File: src/rtl/serial_adder_pkg.sv
// Shared definitions for the bit-serial adder: FSM state encoding.
package serial_adder_pkg;

  typedef enum logic [1:0] {
    StIdle = 2'd0,
    StAdd  = 2'd1,
    StDone = 2'd2
  } state_e;

endpackage : serial_adder_pkg

File: src/rtl/full_adder.sv
// One-bit full adder; purely combinational.
module full_adder (
  input  logic X_i,
  input  logic B_i,
  input  logic C_i,
  output logic S_o,
  output logic C_o
);

  assign S_o = X_i ^ B_i ^ C_i;
  assign C_o = (X_i & B_i) | (C_i & (X_i ^ B_i));

endmodule : full_adder

File: src/rtl/serial_adder.sv
// Bit-serial adder: one full_adder evaluation per clock, LSB first, with start/busy/done handshake.
module serial_adder
  import serial_adder_pkg::*;
#(
  parameter int unsigned WIDTH = 8
) (
  input  logic             clk_i,
  input  logic             rst_ni,
  input  logic             start_i,
  input  logic [WIDTH-1:0] a_i,
  input  logic [WIDTH-1:0] b_i,
  input  logic             c_i,
  output logic             busy_o,
  output logic             done_o,
  output logic [WIDTH-1:0] sum_o,
  output logic             cout_o
);

  localparam int unsigned CntW = (WIDTH > 1) ? $clog2(WIDTH) : 1;
  localparam logic [CntW-1:0] LastCnt = CntW'(WIDTH - 1);

  state_e           state_q;
  logic [WIDTH-1:0] a_sr_q;
  logic [WIDTH-1:0] b_sr_q;
  logic             carry_q;
  logic [CntW-1:0]  cnt_q;
  logic [WIDTH-1:0] sum_q;
  logic             cout_q;

  logic fa_s;
  logic fa_c;

  full_adder u_fa (
    .X_i (a_sr_q[0]),
    .B_i (b_sr_q[0]),
    .C_i (carry_q),
    .S_o (fa_s),
    .C_o (fa_c)
  );

  // Sum bits are shifted into the top of the A register as A bits leave the bottom.
  always_ff @(posedge clk_i or negedge rst_ni) begin
    if (!rst_ni) begin
      state_q <= StIdle;
      a_sr_q  <= '0;
      b_sr_q  <= '0;
      carry_q <= 1'b0;
      cnt_q   <= '0;
      sum_q   <= '0;
      cout_q  <= 1'b0;
    end else begin
      case (state_q)
        StIdle, StDone: begin
          if (start_i) begin
            a_sr_q  <= a_i;
            b_sr_q  <= b_i;
            carry_q <= c_i;
            cnt_q   <= '0;
            state_q <= StAdd;
          end else begin
            state_q <= StIdle;
          end
        end
        StAdd: begin
          a_sr_q  <= {fa_s, a_sr_q[WIDTH-1:1]};
          b_sr_q  <= {1'b0, b_sr_q[WIDTH-1:1]};
          carry_q <= fa_c;
          cnt_q   <= cnt_q + CntW'(1);
          if (cnt_q == LastCnt) begin
            sum_q   <= {fa_s, a_sr_q[WIDTH-1:1]};
            cout_q  <= fa_c;
            state_q <= StDone;
          end
        end
        default: state_q <= StIdle;
      endcase
    end
  end

  assign busy_o = (state_q == StAdd);
  assign done_o = (state_q == StDone);
  assign sum_o  = sum_q;
  assign cout_o = cout_q;

endmodule : serial_adder
File: config.mk
export PLATFORM = sky130hd
export DESIGN_NAME = serial_adder
export DESIGN_NICKNAME = d
export VERILOG_FILES = /design/src/rtl/serial_adder_pkg.sv /design/src/rtl/full_adder.sv /design/src/rtl/serial_adder.sv
export SDC_FILE = /design/constraint.sdc
export NUM_CORES = 1
export LEC_CHECK = 0
export CORE_AREA = 3 3 55 77
export CTS_BUF_LIST = sky130_fd_sc_hd__clkbuf_4 sky130_fd_sc_hd__clkbuf_8 sky130_fd_sc_hd__clkbuf_16
export CTS_CLUSTER_SIZE = 14
export DETAILED_ROUTE_END_ITERATION = 8
export DIE_AREA = 0 0 58 80
export PLACE_DENSITY = 0.68
export SLEW_MARGIN = 25
export SYNTH_ARGS = -nofsm -noshare
export SYNTH_HDL_FRONTEND = slang
export SYNTH_SLANG_ARGS = --single-unit
export TNS_END_PERCENT = 20
File: constraint.sdc
create_clock -name clk_i -period 1.68 [get_ports clk_i]
set_clock_uncertainty 0.1 [all_clocks]
set_input_delay 0.336 -clock clk_i [delete_from_list [all_inputs] [get_ports clk_i]]
set_output_delay 0.336 -clock clk_i [all_outputs]
set_load 0.01 [all_outputs]
Word-level counts from Yosys, hierarchy flattened
Cells that the tools add are included.
{"block": "op_classes", "n_addsub": 1, "eq_ne": 5, "muxes": 11, "n_bitwise": 5, "n_reduce_logical": 5}
{"operator": "one-hot mux 8 bit (2 select lines)", "n": 2}
{"operator": "two-way mux 8 bit", "n": 2}
{"operator": "one-hot mux 3 bit (2 select lines)", "n": 1}
{"operator": "one-hot mux 2 bit (2 select lines)", "n": 1}
{"operator": "AND reduction 2 bit", "n": 2}
{"operator": "adder 3 x 1 -> 3 bit (second input constant)", "n": 1}
{"operator": "equality test 3 bit (second input constant)", "n": 1}
{"operator": "two-way mux 3 bit", "n": 1}
{"operator": "bitwise AND 1 bit", "n": 2}
{"operator": "equality test 2 x 1 -> 1 bit (second input constant)", "n": 1}
{"operator": "equality test 2 bit (second input constant)", "n": 1}
{"operator": "logical NOT 2 bit", "n": 1}
{"operator": "two-way mux 1 bit", "n": 2}
{"operator": "two-way mux 2 bit", "n": 1}
{"operator": "!= test 2 x 1 -> 1 bit (second input constant)", "n": 1}
{"operator": "!= test 2 bit (second input constant)", "n": 1}
{"operator": "one-hot mux 1 bit (2 select lines)", "n": 1}
{"operator": "nonzero test 2 bit", "n": 1}
{"operator": "OR reduction 2 bit", "n": 1}
{"operator": "XOR 1 bit", "n": 2}
{"operator": "bitwise OR 1 bit", "n": 1}
{"block": "totals", "reg_bits": 31, "input_bits": 20, "output_inout_bits": 11, "elab_cells": 34}

Logic depth before layout (Yosys ltp)
{"block": "logic_depth", "ltp_word": 4, "depth_mapped": 5, "mapped_depth_nobuf": 4}

Hierarchy
Synthesis repeated with hierarchy kept, for this count alone.
{"block": "hier_totals", "cells_unflattened": 128, "area_unflattened_um2": 1542.7}
{"mod": "serial_adder", "n_inst": 1, "cells_each": 127, "area_per_inst_um2": 1522.7, "seq_area_each_um2": 775.7}
{"mod": "full_adder", "n_inst": 1, "cells_each": 1, "area_per_inst_um2": 20.0, "seq_area_each_um2": 0.0}

Worst setup path after synthesis
Ideal clock, no wire load.
{"block": "synth_timing", "path_kind": "reg2reg", "start": "register cnt_q[0]", "end": "register cnt_q[2]", "arrival_ps": 1277, "required_time_ps": 1459, "slack_ps": 182, "stages_incl_launch_ff": 5, "cell_sequence": "dfrtp_1 -> ha_1 -> ha_1 -> mux2_2 -> a22o_1"}
{"block": "synth_between", "elab_chain_len": 2}
{"element": "start: declaration", "line_no": "serial_adder.sv:26", "text": "logic [CntW-1:0] cnt_q;"}
{"element": "start signal: assignment", "line_no": "serial_adder.sv:68", "text": "cnt_q <= cnt_q + CntW'(1);"}
{"element": "adder 3 x 1 -> 3 bit", "line_no": "serial_adder.sv:68"}
{"element": "one-hot mux 3 bit (2 select lines)", "line_no": "serial_adder.sv:52", "text": "case (state_q)"}
No other way between the ends.
A chain may end at the register's enable or synchronous reset.

Worst setup path in the final report
{"block": "layout_timing", "start": "register sum_q[4], in the netlist sum_o[4]", "end": "output sum_o[4]"}
{"element": "start: declaration", "line_no": "serial_adder.sv:27", "text": "logic [WIDTH-1:0] sum_q;"}
{"element": "start signal: assignment", "line_no": "serial_adder.sv:70", "text": "sum_q <= {fa_s, a_sr_q[WIDTH-1:1]};"}
{"element": "end: declaration", "line_no": "serial_adder.sv:15", "text": "output logic [WIDTH-1:0] sum_o,"}
No word-level cell between the ends.

==> flow_summary.ini <==
[outcome]
status = finished clean

[yosys]
synth_area_leaders = dfrtp_1, mux2i_1, mux2_4, a211oi_1, nor2b_1
synth_xor_area_frac = 0
synth_top_family_by_area = multiplexers
synth_common_cells = dfrtp_1, nor2b_1, mux2i_1
ys_warn_count = 0
synth_fp_nets = 155
synth-edff-count = 0
synth-seq-area-share = 0.4901
ys_seq_elements = 31
async_reset_ff_frac = 1.000
muxShareOfSynthArea = 0.1945
synth_top_area_cell = dfrtp_1
yosys.area_share.simple = 0.1083
post_synth_fa_ha_maj_area_fraction = 0.02846
synth_area_sq_mm = 0.001583
synth-compound-area-share = 0.1399
synth.most_common_cell = dfrtp_1
synthFlopType = dfrtp_1
synth.distinct_cells = 25
synth.top_cell.area_share = 0.4901
syn-instance-count = 132
synth.avg_cell_area_sq_um = 11.99

[timing]
setup_viol = 0
setup_tns_ns = 0
fin_crit_sh = 0.9585
final_max_slew_viol_count = 0
rsz0062_at_grt = false
hold_viol_final = 0
layout_min_cycle_time_ns = 1.610
max_clock_freq_mhz = 621.0
slew_headroom = 0.7280
worstMarginPinSlew_ns = 0.4080

[routing]
drc = 0
wl_per_cell_microns = 15.23
ant_nets = 0
dr.pass1.iters = 4
vias = 1098
routed_wl_microns = 3152
drt_iter0_markers = 27
routed_via_density = 5.304

[grt]
met1_usage = 0.1634
grtUsageTotal = 0.1499
grt-ovfl-total = 0
grt_pass1_vias = 1142
use_met3 = 0.05016
grt_most_used_layer = met2
antenna_found_initial = 0
grt_max_degree = 36
grt_use_met2 = 0.2579
grt_first_pass_wirelength_microns = 5209

[power_and_ir_drop]
p_leak_nw = 0.8329
total_power_mw = 3.554
powerDensity_mw_per_mm2 = 1766
ir_worst_vdd_mv = 0.8960
switchingPower_mw = 1.229
internal_power_mw = 2.325
p_comb_frac = 0.436
p_clk_frac = 0.170
p_sw_frac = 0.3458
power_frac_seq = 0.394

[die]
die_x_microns = 58
coreArea_sq_mm = 0.003643
placementRows = 26
initial_utilization = 0.4344
io_pins = 31
fp.dieH_microns = 80
die_area_sq_mm = 0.004640

[critical_path]
worstSetupStartpointType = flip-flop
crit_fanout = 2
crit_family = buffers and inverters
endpoint_kind = output port
cp_slowest_cell = clkdlybuf4s50_1
critical_path_class = reg -> out
arrival_ns = 1.17
worstPathCellList = clkdlybuf4s50_1
cp_slowest_stage_delay_ns = 0.53
required_ns = 1.24
cp_num_buf_inv = 1

[cells_and_area]
area_delta_synth_final_pct = 27.11
multi_input_comb_area_sq_um = 745.7
design_area_sq_mm = 0.002012
nets = 187
drive_gt1_frac = 0.1636
register_area_sq_um = 775.7
nFillCells = 335
n_antenna_cell = 0

[clocking]
clock_sinks = 31
clkTransAtPathRegs_ns = 0.07
h-tree-depth = 2
clockRootBuffer = clkbuf_8
cts.path.max_buffers = 2
clk_latency_ns = 0.29
postCtsSetupBuffers = 0
cts_tree = done
cts_inserted_buffers = 5

[placed_design]
gp_congestion = 0.6741
dpl_cell_area_sq_mm = 0.001929
io_buffers = 30
hpwlAfterDp_microns = 2140

[min_path]
hold_class = in -> async

[flow_run]
cap_violations = 0
==> power by group through the flow <==
stage	clock network (mW)	logic, mW	registers, mW
after floorplan	0	1.06	1.38
after detailed placement	0	1.58	1.42
final	0.605	1.55	1.40
after global placement	0	1.51	1.40
after CTS	0.615	1.58	1.41
after global routing	0.645	1.70	1.45
==> logic make-up (layout without fill, tap and decap cells) <==
| family | Yosys count | in the layout |
|---|---|---|
| flops | 31 | 31 |
| compound gates | 35 | 35 |
| simple gates | 26 | 26 |
| fa+ha+maj | 3 | 3 |
| buf+inv | 11 | 44 |
| mux | 26 | 26 |
==> sequential cells by signal, summed over array words and instances (netlist names) <==
register	cells
a_sr_q	8
b_sr_q	8
sum_o	8
cnt_q	3
state_q	2
carry_q	1
cout_o	1
==> timing repair <==
item	in CTS	in global routing
gates resized for setup	3	1
setup endpoints to repair	2	1
pin swaps	0	0
hold buffers	0	0
==> path summary, 6_finish.rpt <==
check | slack (ns) | from | depth (start not counted) | to
max reg2reg | 0.09 | cnt_q[0] | 4 | cnt_q[2]
min reg2reg | 0.41 | sum_o[0] | 1 | sum_o[0]
min in group clk_i | 0.41 | sum_o[0] | 1 | sum_o[0]
min | 0.34 | rst_ni | 2 | sum_o[4]
max in group asynchronous | 0.84 | rst_ni | 2 | b_sr_q[7]
max | 0.07 | sum_o[4] | 1 | sum_o[4]
==> metrics by stage <==
step	hold slack, ns	worst slack (ns)	instances	utilization
after detailed placement	0.3981	0.02378	199	0.5295
after global routing	0.3685	0.02096	207	0.5522
after global placement	0.3809	0.06713	199	0.5295
after floorplan	-0.05959	0.1820	132	-
final	0.3386	0.06978	207	0.5522
after CTS	0.3506	0.008012	207	0.5536
==> per-layer routing <==
metal  part of all wire  routed length, microns
met5                  0                       0
met4              0.019                      59
met3              0.045                     141
met2               0.53                    1678
met1               0.40                    1273
==> layout make-up <==
cell class	instances	share of cell area
multi-input combinational	90	0.3706
sequential	31	0.3856
clock buffer	7	0.04167
tap	42	0.02612
timing repair buffer	34	0.1673
clock inverter	1	0.002488
inverter	2	0.006219
==> layout by cell type, fill, tap and decap left out, types with 2 or more instances in the layout <==
cell	netlist	layout
dfrtp_1	31	31
clkdlybuf4s50_1	0	28
nor2b_1	16	16
mux2i_1	15	15
a211oi_1	14	14
a21oi_1	14	14
mux2_4	9	9
clkbuf_8	0	5
nand3_1	3	3
o21ai_0	3	3
buf_4	0	3
mux2_2	2	2
nor2_1	2	2
a22o_1	2	2
ha_1	2	2
clkbuf_4	0	2
Power figures use the tool's default switching activity.
